<file path="src/rtl/if_id_queue_if.sv">
// IF->ID queue handshake bundle: push side from IF, pop side to ID.
// The queue takes the slave modport; the fetch/decode side takes master.
interface if_id_queue_if #(
  parameter int ADDR_W = 32,
  parameter int INST_W = 32
);
  logic              in_valid;
  logic              in_ready;
  logic [ADDR_W-1:0] in_pc;
  logic [INST_W-1:0] in_inst;
  logic              in_taken;
  logic              out_valid;
  logic              out_ready;
  logic [ADDR_W-1:0] out_pc;
  logic [INST_W-1:0] out_inst;
  logic              out_taken;

  modport master (
    output in_valid, in_pc, in_inst, in_taken,
    output out_ready,
    input  in_ready,
    input  out_valid, out_pc, out_inst, out_taken
  );

  modport slave (
    input  in_valid, in_pc, in_inst, in_taken,
    input  out_ready,
    output in_ready,
    output out_valid, out_pc, out_inst, out_taken
  );
endinterface

</file>
<file path="src/rtl/if_id_queue.sv">
// DEPTH-entry FIFO of {pc, inst, taken} decoupling IF from ID.
// Empty head reads as an all-zero bubble.
module if_id_queue #(
  parameter int ADDR_W = 32,
  parameter int INST_W = 32,
  parameter int DEPTH  = 4,
  parameter int CNT_W  = $clog2(DEPTH+1)
) (
  input  logic             clk,
  input  logic             rst,
  input  logic             rdy,
  input  logic             stall,
  input  logic             flush,
  output logic [CNT_W-1:0] count,
  if_id_queue_if.slave     q
);
  localparam int PTR_W = $clog2(DEPTH);
  localparam logic [CNT_W-1:0] FULL = CNT_W'(DEPTH);

  logic [ADDR_W-1:0] pc_q    [DEPTH];
  logic [INST_W-1:0] inst_q  [DEPTH];
  logic              taken_q [DEPTH];

  logic [PTR_W-1:0] rd_ptr_q, rd_ptr_d;
  logic [PTR_W-1:0] wr_ptr_q, wr_ptr_d;
  logic [CNT_W-1:0] count_q, count_d;
  logic             push, pop;

  assign q.in_ready  = (count_q != FULL);
  assign q.out_valid = (count_q != '0);

  assign push = q.in_valid & q.in_ready
              & rdy & ~flush & ~rst;
  assign pop  = q.out_valid & q.out_ready
              & ~stall & rdy & ~flush & ~rst;

  always_comb begin
    rd_ptr_d = rd_ptr_q;
    wr_ptr_d = wr_ptr_q;
    count_d  = count_q;
    if (flush) begin
      rd_ptr_d = '0;
      wr_ptr_d = '0;
      count_d  = '0;
    end else begin
      if (push) wr_ptr_d = wr_ptr_q + 1'b1;
      if (pop)  rd_ptr_d = rd_ptr_q + 1'b1;
      unique case ({push, pop})
        2'b10:   count_d = count_q + 1'b1;
        2'b01:   count_d = count_q - 1'b1;
        default: count_d = count_q;
      endcase
    end
  end

  always_ff @(posedge clk) begin
    if (rst) begin
      rd_ptr_q <= '0;
      wr_ptr_q <= '0;
      count_q  <= '0;
    end else if (rdy) begin
      rd_ptr_q <= rd_ptr_d;
      wr_ptr_q <= wr_ptr_d;
      count_q  <= count_d;
    end
  end

  // Storage carries no reset; count alone decides what is valid.
  always_ff @(posedge clk) begin
    if (push) begin
      pc_q[wr_ptr_q]    <= q.in_pc;
      inst_q[wr_ptr_q]  <= q.in_inst;
      taken_q[wr_ptr_q] <= q.in_taken;
    end
  end

  assign q.out_pc    = q.out_valid ? pc_q[rd_ptr_q]    : '0;
  assign q.out_inst  = q.out_valid ? inst_q[rd_ptr_q]  : '0;
  assign q.out_taken = q.out_valid ? taken_q[rd_ptr_q] : 1'b0;
  assign count       = count_q;
endmodule

</file>
<file path="src/flat_wrapper.sv">
// flat-port wrapper written by rule: the top's interface ports become plain ports
module if_id_queue_flat 
#(
  parameter int ADDR_W = 32,
  parameter int INST_W = 32,
  parameter int DEPTH  = 4,
  parameter int CNT_W  = $clog2(DEPTH+1)
)
  (clk, rst, rdy, stall, flush, count, q_in_valid, q_in_pc, q_in_inst, q_in_taken, q_out_ready, q_in_ready, q_out_valid, q_out_pc, q_out_inst, q_out_taken);
  if_id_queue_if #(.ADDR_W(ADDR_W), .INST_W(INST_W)) q_i ();
  input  logic clk;
  input  logic rst;
  input  logic rdy;
  input  logic stall;
  input  logic flush;
  output logic [CNT_W-1:0] count;
  input wire logic [$bits(q_i.in_valid)-1:0] q_in_valid;
  input wire logic [$bits(q_i.in_pc)-1:0] q_in_pc;
  input wire logic [$bits(q_i.in_inst)-1:0] q_in_inst;
  input wire logic [$bits(q_i.in_taken)-1:0] q_in_taken;
  input wire logic [$bits(q_i.out_ready)-1:0] q_out_ready;
  output wire logic [$bits(q_i.in_ready)-1:0] q_in_ready;
  output wire logic [$bits(q_i.out_valid)-1:0] q_out_valid;
  output wire logic [$bits(q_i.out_pc)-1:0] q_out_pc;
  output wire logic [$bits(q_i.out_inst)-1:0] q_out_inst;
  output wire logic [$bits(q_i.out_taken)-1:0] q_out_taken;
  assign q_i.in_valid = q_in_valid;
  assign q_i.in_pc = q_in_pc;
  assign q_i.in_inst = q_in_inst;
  assign q_i.in_taken = q_in_taken;
  assign q_i.out_ready = q_out_ready;
  assign q_in_ready = q_i.in_ready;
  assign q_out_valid = q_i.out_valid;
  assign q_out_pc = q_i.out_pc;
  assign q_out_inst = q_i.out_inst;
  assign q_out_taken = q_i.out_taken;
  if_id_queue #(.ADDR_W(ADDR_W), .INST_W(INST_W), .DEPTH(DEPTH), .CNT_W(CNT_W)) u_core (.clk(clk), .rst(rst), .rdy(rdy), .stall(stall), .flush(flush), .count(count), .q(q_i));
endmodule
</file>
<file path="config.mk">
export PLATFORM = sky130hd
export DESIGN_NAME = if_id_queue_flat
export DESIGN_NICKNAME = d
export VERILOG_FILES = /design/src/rtl/if_id_queue_if.sv /design/src/rtl/if_id_queue.sv /design/src/flat_wrapper.sv
export SDC_FILE = /design/constraint.sdc
export NUM_CORES = 1
export LEC_CHECK = 0
export BUFFER_PORTS_ARGS = -buffer_cell sky130_fd_sc_hd__buf_2
export CORE_ASPECT_RATIO = 0.5
export CORE_MARGIN = 5
export CORE_UTILIZATION = 25
export DETAILED_ROUTE_END_ITERATION = 12
export GPL_TIMING_DRIVEN = 0
export SETUP_SLACK_MARGIN = 0.05
export SLEW_MARGIN = 10
export SYNTH_ARGS = -nofsm -noshare
export SYNTH_HDL_FRONTEND = slang
export SYNTH_SLANG_ARGS = --single-unit
</file>
<file path="constraint.sdc">
create_clock -name clk -period 10.48 [get_ports clk]
set_input_delay 3.144 -clock clk [delete_from_list [all_inputs] [get_ports clk]]
set_output_delay 3.144 -clock clk [all_outputs]
set_load 0.005 [all_outputs]
</file>
### Word level (Yosys, flattened, before mapping)

Memory sizes are Yosys's and may differ from the RTL's. A register that Yosys moved wholly into a read port is not among the register bits.
Index checks and enable logic that the tools add are counted.

* $add $sub $neg: 4
* eq/ne operators: 3
* multiplexer cells: 17
* bitwise gates (word level): 12
* reduce and logical (&&, ||, !) cells: 7

Operators with widths (count)
* two-way mux 32 bit: 2
* two-way mux 2 bit: 10
* AND 1 bit: 9
* one-hot mux 3 bit (2 select lines): 1
* AND reduction 2 bit: 3
* nonzero test 3 bit: 2
* adder 2 x 1 -> 2 bit, second input constant: 2
* nonzero test 2 bit: 2
* adder 3 x 1 -> 3 bit, second input constant: 1
* two-way mux 1 bit: 3
* two-way mux 3 bit: 1
* != test 3 bit, second input constant: 1
* NOT 1 bit: 3
* subtractor 3 x 1 -> 3 bit, second input constant: 1
* == test 2 x 1 -> 1 bit, second input constant: 1
* == test 2 bit, second input constant: 1

* register bits: 7
* memory bits (writable): 260
* bits of input ports: 72
* output and inout port bits: 70
* logic and storage cells: 49
* memories: 3

Memories
* u_core.inst_q: words 4, width 32, rd ports 1, clocked after memory_dff 1, wr ports 1, line if_id_queue.sv:21 `logic [INST_W-1:0] inst_q [DEPTH];`
* u_core.pc_q: words 4, width 32, rd ports 1, clocked after memory_dff 1, wr ports 1, line if_id_queue.sv:20 `logic [ADDR_W-1:0] pc_q [DEPTH];`
* u_core.taken_q: words 4, width 1, rd ports 1, clocked after memory_dff 1, wr ports 1, line if_id_queue.sv:22 `logic taken_q [DEPTH];`

### Depth between registers and ports, before layout

* word-level depth: 10
* mapped depth: 8
* depth with buffers taken out: 8

### Least setup slack after synthesis

No wires, ideal clock.

* path kind: input to register
* start: in flush
* end: mem u_core.inst_q[0][0] (enable)
* setup time: 0.430 ns
* arrival: 5.190 ns
* required time: 10.050 ns
* slack: 4.859 ns
* cell stages on the path: 3
* buffers on the path: 1
* cells stage by stage: buf_2 > nor3b_4 > and3_1

* word-level cells in the longest chain between the ends: 5

RTL lines
* start, declared: line flat_wrapper.sv:15 `input logic flush;`
* NOT 1 bit: line if_id_queue.sv:33 `& rdy & ~flush & ~rst;`
* AND 1 bit (2 in series): line if_id_queue.sv:33
* two-way mux 1 bit: line if_id_queue.sv:70 `if (push) begin`
* two-way mux 1 bit (not written as such): line if_id_queue.sv:72 `inst_q[wr_ptr_q] <= q.in_inst;`
* end, declared: line if_id_queue.sv:21

No other way between the ends.

### Worst setup path after layout

* start: reg u_core.count_q[1] (netlist: u_core.count[1])
* end: out q_out_inst[29]

* word-level cells in the longest chain between the ends: 2

RTL lines
* start, declared: line if_id_queue.sv:26 `logic [CNT_W-1:0] count_q, count_d;`
* start signal, assigned: line if_id_queue.sv:64 `count_q <= count_d;`
* nonzero test 3 bit: line if_id_queue.sv:30 `assign q.out_valid = (count_q != '0);`
* two-way mux 32 bit: line if_id_queue.sv:78 `assign q.out_inst = q.out_valid ? inst_q[rd_ptr_q] : '0;`
* end, declared: line flat_wrapper.sv:25 `output wire logic [$bits(q_i.out_inst)-1:0] q_out_inst;`

No other way between the ends.

==> impl_metrics.ini <==
[timing]
tightest_slew_ns = 0.652
relSlewSlack_pct = 56.6
timing.final.crit_share_pct = 53.0
fmax_mhz = 180
setup_viol = 0
period_minus_slack_ns = 5.56
layout_setup_ws_ns = 4.92
rsz0062_at_grt = no
tns_ns = 0
finalMaxSlewViolations = 0
hold_viol_final = 0
finalClockSkew_ns = 0.0152

[clocking]
clk_latency_ns = 0.53
ctsHoldBuffers = 0
cts_setup_buffers = 0
cts_buffer_depth = 3
ctsResizeCount = 0
root_buffer = clkbuf_16
cts_sinks = 269
clk_pin_slew_worst_paths_ns = 0.06
cts_buffers = 28
cts_tree = built
htreeDepth = 1

[synth]
synth_top_cell_by_area = edfxtp_1
synth_edf_count = 260
ys_top_cells_by_count = edfxtp_1, and2_1, mux4_2
synth.area.top_cells = edfxtp_1, mux4_2, and2_1
synth_nets = 562
synthCells = 485
ys.flop_type = edfxtp_1
yosys.cell_count.top_type = edfxtp_1
synth_cell_types = 40
async_flop_share_pct = 0
avgSynthCellArea_um2 = 21.6
ys_ff_latch = 269
syn_area_um2 = 10500
synth-seq-area-share_pct = 76.4
yosysWarnings = 0
synth_top_area_share_pct = 74.7

[global_routing]
grt_pass1_vias = 5500
grt_max_degree = 47
grt_use_total_pct = 8.98
grt_pass1_wl_um = 32700
grt-ovfl-total = 0
antenna_found_initial = 3

[worst_setup_path]
cp.required_ns = 7.34
cpMaxStageDelayCell = dfxtp_1
worstPathArrival_ns = 2.41
endpoint_kind = output port
start_kind = register
worst_path_largest_cell_delay_ns = 0.53
cp_max_fo = 10
crit_path_frequent_cell = buf_2
path_cells = nor3_4 > inv_2 > buf_2 > clkbuf_1 > and2_1 > buf_2
critical_path_class = register to output port

[floorplanning]
die-area_um2 = 46300
num_io_pins = 142
placeableCoreArea_um2 = 41600
dieHeight_um = 155
start_util_pct = 25.1
fp.dieW_um = 299
rows = 53

[detailed_routing]
vias = 5102
dr.pass1.iters = 4
first_iter_violations = 266
post_drt_via_cell_ratio = 4.14
postRouteAntennaNets = 0
drcViolationCount = 0
wire_per_inst_um = 17.4
drt-total-wl_um = 21500

[pwr]
total_power_uw = 2180
power.leakage_uw = 0.00433
ir_drop_mv = 0.105
powerDensity_nw_per_um2 = 170

[placed_design]
pre_cts_slack_ns = 5.39
place_area_um2 = 12000
place.gp.congestion = 0.731
dp_hpwl_um = 14000
port-buffer-count = 139

[layout]
syn_to_final_growth_pct = 22.8
fin_nets = 735
final_area_um2 = 12800
layout-drive-gt1-share_pct = 40.3
n_fill_cell = 4042

[worst_hold_path]
worstHoldPathType = register to register

[run_status]
status = completed

[flow_run]
maxCapViolCount = 0
-- cell families after synthesis --
group	synth area share, %
flip-flops	76.4
multiplexers	14.1
AND/OR/NAND/NOR	5.74
adder cells (fa/ha/maj)	0.670
AO/OA/AOI/OAI	1.38
buffers and inverters	1.70
-- registers in the layout, summed over array words and instances, names as in the netlist, named ones only --
name and cells:
u_core.count 3, u_core.inst_q 128, u_core.pc_q 128, u_core.rd_ptr_q 2, u_core.taken_q 4, u_core.wr_ptr_q 2
-- where the power goes --
group	switching, uW	internal [uW]	leakage [uW]
clock	381	543	0.000431
combinational	37.1	28.8	0.00148
sequential	2.17	1190	0.00241
-- final cells by class --
class                           instances  area (um^2)  share of cell area (%)
Sequential cell                       269         7990                    62.2
Timing Repair Buffer                  143          798                    6.22
Clock inverter                         13         83.8                   0.653
Buffer                                 23          144                    1.12
Tap cell                              550          688                    5.36
Antenna cell                            3         7.51                  0.0585
Clock buffer                           39          783                    6.10
Inverter                                9         33.8                   0.263
Multi-Input combinational cell        184         2310                    18.0
-- layer usage --
metal  up-vias  track usage [%]  part of all wire [%]  wire length (um)
li1       2337                -                     -                 -
met1      2667             9.77                    37              7870
met2        65             18.2                    59             12600
met3        33             1.19                   2.8               596
met4         0             2.46                   1.8               398
met5         -                0                     0                 0
-- worst max-delay path: cells and delay by family (launching register included) --
family,cells,cell delay (ns)
buffers and inverters,4,1.00
DFF,1,0.53
and+or+nand+nor,2,0.35
-- per-stage QoR --
stage / cells / utilization [%] / hold slack (ns)
floorplan: 485 / - / 0.477
global placement: 1174 / 28.4 / 0.513
detailed placement: 1178 / 28.7 / 0.512
CTS: 1230 / 30.8 / 0.525
global route: 1233 / 30.8 / 0.553
finish: 1233 / 30.8 / 0.523
-- cells in the final DEF (no fill, tap or decap), drive strengths merged --
master,instances
a211oi,1
a21o,1
a21oi,5
a31oi,1
a32o,1
a41o,1
and2,66
and2b,1
and3,4
buf,159
bufinv,1
clkbuf,46
clkinv,12
dfxtp,9
diode,3
edfxtp,260
fa,1
ha,4
inv,9
mux2,1
mux4,65
nand2,4
nand2b,2
nand3,1
nand4,2
nand4b,1
nor2,4
nor3,2
nor3b,3
nor4,1
o2111ai,1
o21a,1
o21ai,5
o22ai,1
o31a,1
o32ai,1
or3,1
or4,1
-- worst paths after layout --
kind                      startpoint                   end  slack (ns)  depth (start not counted)
hold / removal    u_core.rd_ptr_q[0]              register        0.52                          2
setup reg to reg     u_core.count[0]  u_core.inst_q[0][30]        8.30                          4
setup / recovery     u_core.count[1]        q_out_inst[29]        4.92                          6
hold reg to reg   u_core.rd_ptr_q[0]              register        0.52                          2
Note: power is estimated with default switching activity, not from simulation.
